[config.mk]
export PLATFORM = sky130hd
export DESIGN_NAME = cpu_io_port_flat
export DESIGN_NICKNAME = d
export VERILOG_FILES = /design/src/rtl/cpu_io_port_if.sv /design/src/rtl/cpu_io_port.sv /design/src/flat_wrapper.sv
export SDC_FILE = /design/constraint.sdc
export NUM_CORES = 1
export LEC_CHECK = 0
export BUFFER_PORTS_ARGS = -buffer_cell sky130_fd_sc_hd__buf_2
export CAP_MARGIN = 20
export CORE_MARGIN = 2
export CORE_UTILIZATION = 30
export CTS_CLUSTER_DIAMETER = 200
export DETAILED_ROUTE_END_ITERATION = 7
export GPL_ROUTABILITY_DRIVEN = 0
export GPL_TIMING_DRIVEN = 1
export PLACE_DENSITY = 0.56
export SYNTH_ARGS = -nofsm -noshare
export SYNTH_HDL_FRONTEND = slang
export SYNTH_SLANG_ARGS = --single-unit
[constraint.sdc]
create_clock -name clk -period 1.5 [get_ports clk]
set_input_delay 0.15 -clock clk [delete_from_list [all_inputs] [get_ports clk]]
set_output_delay 0.15 -clock clk [all_outputs]
set_load 0.01 [all_outputs]
[src/rtl/cpu_io_port_if.sv]
// rtl/cpu_io_port_if.sv - CPU-side OUT/IN request/acknowledge bus for cpu_io_port
interface cpu_io_port_if #(
  parameter int WIDTH = 8
);
  logic             req;
  logic             we;
  logic [7:0]       port;
  logic [WIDTH-1:0] wdata;
  logic             ack;
  logic [WIDTH-1:0] rdata;

  modport master (output req, we, port, wdata, input ack, rdata);
  modport slave  (input req, we, port, wdata, output ack, rdata);
endinterface

[src/rtl/cpu_io_port.sv]
// rtl/cpu_io_port.sv - OUT/IN port unit with synchronized input pins
// Optional rising-edge sticky flags on ports NPORTS..2*NPORTS-1: CPU_IO_PORT_EDGE_LATCH_EN
module cpu_io_port #(
  parameter int NPORTS = 4,
  parameter int WIDTH  = 8
) (
  input  logic                    clk,
  input  logic                    rst_n,
  cpu_io_port_if.slave            bus,
  output logic [NPORTS*WIDTH-1:0] pout,
  output logic [NPORTS-1:0]       pout_stb,
  input  logic [NPORTS*WIDTH-1:0] pin
);

  typedef enum logic [1:0] {IDLE, READ, WAIT} state_t;

  state_t                  state, state_d;
  logic                    wr_go, rd_go;
  logic [7:0]              port_q;
  logic [NPORTS*WIDTH-1:0] pin_m, pin_s;
  logic [WIDTH-1:0]        rd_val;

  always_ff @(posedge clk or negedge rst_n) begin
    if (!rst_n) begin
      pin_m <= '0;
      pin_s <= '0;
    end else begin
      pin_m <= pin;
      pin_s <= pin_m;
    end
  end

  always_ff @(posedge clk or negedge rst_n) begin
    if (!rst_n) state <= IDLE;
    else        state <= state_d;
  end

  // WAIT holds until req drops so a req held across ack cannot re-execute
  always_comb begin
    state_d = state;
    wr_go   = 1'b0;
    rd_go   = 1'b0;
    case (state)
      IDLE: begin
        if (bus.req) begin
          if (bus.we) begin
            wr_go   = 1'b1;
            state_d = WAIT;
          end else begin
            state_d = READ;
          end
        end
      end
      READ: begin
        rd_go   = 1'b1;
        state_d = WAIT;
      end
      WAIT: begin
        if (!bus.req) state_d = IDLE;
      end
      default: state_d = IDLE;
    endcase
  end

`ifdef CPU_IO_PORT_EDGE_LATCH_EN
  logic [NPORTS*WIDTH-1:0] pin_d, flags, clr;

  // New edges are ORed in after the clear, so an edge coincident with the read survives
  always_ff @(posedge clk or negedge rst_n) begin
    if (!rst_n) begin
      pin_d <= '0;
      flags <= '0;
    end else begin
      pin_d <= pin_s;
      flags <= (flags & ~clr) | (pin_s & ~pin_d);
    end
  end
`endif

  always_comb begin
    rd_val = '0;
    for (int p = 0; p < NPORTS; p++) begin
      if (port_q == 8'(p)) rd_val = pin_s[p*WIDTH +: WIDTH];
    end
`ifdef CPU_IO_PORT_EDGE_LATCH_EN
    clr = '0;
    for (int p = 0; p < NPORTS; p++) begin
      if (port_q == 8'(NPORTS + p)) begin
        rd_val = flags[p*WIDTH +: WIDTH];
        if (rd_go) clr[p*WIDTH +: WIDTH] = '1;
      end
    end
`endif
  end

  always_ff @(posedge clk or negedge rst_n) begin
    if (!rst_n) begin
      bus.ack   <= 1'b0;
      bus.rdata <= '0;
      pout      <= '0;
      pout_stb  <= '0;
      port_q    <= '0;
    end else begin
      bus.ack  <= wr_go | rd_go;
      pout_stb <= '0;
      if (wr_go) begin
        for (int p = 0; p < NPORTS; p++) begin
          if (bus.port == 8'(p)) begin
            pout[p*WIDTH +: WIDTH] <= bus.wdata;
            pout_stb[p]            <= 1'b1;
          end
        end
      end
      if (state == IDLE && bus.req && !bus.we) port_q <= bus.port;
      if (rd_go) bus.rdata <= rd_val;
    end
  end

endmodule

[src/flat_wrapper.sv]
// flat-port wrapper written by rule: the top's interface ports become plain ports
module cpu_io_port_flat 
#(
  parameter int NPORTS = 4,
  parameter int WIDTH  = 8
)
  (clk, rst_n, pout, pout_stb, pin, bus_req, bus_we, bus_port, bus_wdata, bus_ack, bus_rdata);
  cpu_io_port_if #(.WIDTH(WIDTH)) bus_i ();
  input  logic clk;
  input  logic rst_n;
  output logic [NPORTS*WIDTH-1:0] pout;
  output logic [NPORTS-1:0] pout_stb;
  input  logic [NPORTS*WIDTH-1:0] pin;
  input wire logic [$bits(bus_i.req)-1:0] bus_req;
  input wire logic [$bits(bus_i.we)-1:0] bus_we;
  input wire logic [$bits(bus_i.port)-1:0] bus_port;
  input wire logic [$bits(bus_i.wdata)-1:0] bus_wdata;
  output wire logic [$bits(bus_i.ack)-1:0] bus_ack;
  output wire logic [$bits(bus_i.rdata)-1:0] bus_rdata;
  assign bus_i.req = bus_req;
  assign bus_i.we = bus_we;
  assign bus_i.port = bus_port;
  assign bus_i.wdata = bus_wdata;
  assign bus_ack = bus_i.ack;
  assign bus_rdata = bus_i.rdata;
  cpu_io_port #(.NPORTS(NPORTS), .WIDTH(WIDTH)) u_core (.clk(clk), .rst_n(rst_n), .bus(bus_i), .pout(pout), .pout_stb(pout_stb), .pin(pin));
endmodule
==> metrics <==
share of layout cells above drive strength 1 0.5372; max_cap viols 0; Final Skew 0.009422 ns; Place WS -0.07959 ns; WP data arrival 1.84 ns; leading area contributor after synthesis dfrtp_1; ANT cells 0; crit path buf inv count 1; I/O pins 97; Routed WL 7778 microns; Num CTS Buffers 17; outcome finished, violations left; dpl hpwl 5074 microns; DP Cell Count 480; slowest stage cell, crit path dfrtp_1; filler cell count 1,126; initial drt markers 38; setup TNS -0.3387 ns; hold_sp bus_wdata[4]; Worst Max-Slew Pin Slew 0.4541 ns; main area contributors after synthesis dfrtp_1 (76%), mux2_2 (12%), mux4_2 (4.6%); Die Width 118.1 microns; DRT antenna net count 0; Initial Util 0.3080; via count 2,217; DP Area 4735 sq um; Overflow after GRT 0; Die H 118.1 microns; failing checks negative setup slack; vias in the first global route 2,421; H-tree levels 4; initial antenna violation count 0; fin area 5719 sq um; worst hold path stage count 2; Global Route Usage Sum 0.1221; Leak 2.857 nW; period utilisation layout 1.036; crit-path max FO 4; Finished Layout Cells 548; crit start category flip-flop; total chip power 7.729 mW; first-pass GRT wire length 12,700 microns; CTS root buf clkbuf_16; Clock transition at path regs 0.06 ns; most common cell after layout, fill and taps aside dfrtp_1; Yosys warning total 0; CTS Buffer Depth 2; max incr delay on CP 0.37 ns; vias per cell 4.046; FF-to-FF End u_core.pout[25]; Cell Pwr Density 1351 nW/um^2; most frequent cells in the layout dfrtp_1 (119), buf_2 (95), dlygate4sd3_1 (35); fin nets 416; die area 13,940 sq um; DRC viols 0; first drt pass iteration count 4; RSZ-0062 raised after global routing true; Synth Instances 200; post-synth top area share 0.7631; I/O Buffers 96; synthesized area per cell 19.51 sq um; Pins Over Slew Limit 0; FMAX 0.6435 GHz; Seq cells post-synth 119; Worst EP required 1.78 ns; CP Class reg2reg; drt wl/cell 14.19 microns; r2r startpoint u_core.state[1]; nature of the critical path endpoint flip-flop; Setup violations, final 9; reg2reg setup slack -0.05 ns; syn_nets 252; Layout Utilization 0.4514; worst vdd ir 0.0006043 V; Worst R2R Path Depth 4; Core Area 12,670 sq um; Slew Limit Headroom 0.6972; delay-heaviest family, CP simple AND/OR/NAND/NOR gates; crit path time final 1.554 ns; synth-to-layout area growth 46.55%; worst-path cell chain and4bb_4, and4_4, clkbuf_16, mux2_4; PnR worst setup slack -0.05399 ns; WHS 0.02602 ns; Seq/Total Area, Yosys 0.7631; Clock Latency Late Sink 0.41 ns; largest net degree at the start of global routing 83; post-synthesis cell type count 20; synthesized area 3902 sq um; final hold vios 0; Rows 41; Hold Crit Endpoint u_core.pout[12]; clock sinks 119; TritonCTS clock tree built; Hold WC Path Type in2reg
## cell families after synthesis
logic type	after synthesis	synth area share
compound gates	10	0.02052
flops	119	0.7631
simple gates	16	0.04585
mux	48	0.1616
buf+inv	7	0.008974
## power breakdown
part           internal (mW)  total, mW  switching (mW)
Clock                   2.15       3.59            1.44
Sequential              3.39       3.50           0.103
Combinational          0.384      0.640           0.256
## synth_stat cells (all sizes together)
cell type	instances
dfrtp	119
mux2	40
a22o	8
mux4	8
buf	3
inv	3
nand4	3
nand2b	2
nor2	2
nor2b	2
nor4	2
o21ai	2
and2	1
and4	1
and4bb	1
clkbuf	1
nor4b	1
or4	1
## area by class of cell
type,count,area [sq um],area share
Sequential cell,119,2978,0.5207
Timing Repair Buffer,149,1042,0.1822
Multi-Input combinational cell,74,930.9,0.1628
Clock buffer,18,439.2,0.07679
Tap cell,172,215.2,0.03763
Clock inverter,13,102.6,0.01794
Inverter,3,11.26,0.001969
## state kept, by name, summed over array words and instances, names as in the netlist
name and count:
u_core.pout_stb 4, u_core.pout 32, u_core.bus.ack 1, u_core.pin_m 32
u_core.state 2, u_core.port_q 8, u_core.bus.rdata 8, u_core.pin_s 32
## worst max path at each step
stage	startpoint	to	slack [ns]	cells past startpoint
2_1_floorplan	u_core.state[1]	u_core.pout[24]	-0.04	4
3_3_place_gp	u_core.state[1]	u_core.pout[24]	-0.03	4
3_5_place_dp	u_core.state[1]	u_core.pout[30]	-0.08	4
4_1_cts	u_core.state[0]	u_core.pout[29]	-0.06	4
5_1_grt	u_core.state[1]	u_core.pout[25]	-0.08	4
6_report	u_core.state[1]	u_core.pout[25]	-0.05	4
## routing by layer
layer | part of all wire | routed length (microns) | track usage | up-vias
met5 | 0 | 0 | 0 | -
met2 | 0.53 | 4134 | 0.1984 | 49
li1 | - | - | - | 1041
met3 | 0.038 | 298 | 0.04942 | 7
met4 | 0.012 | 95 | 0.04970 | 0
met1 | 0.42 | 3249 | 0.1441 | 1120
## what timing repair did
action	CTS	global route
cloned	0	1
buffers inserted	1	0
pin swaps	2	2
hold buffers	35	0
hold endpoints to repair	153	0
gates resized for setup	5	10
endpoints found under the setup margin	24	46
Power figures use the tool's default switching activity.
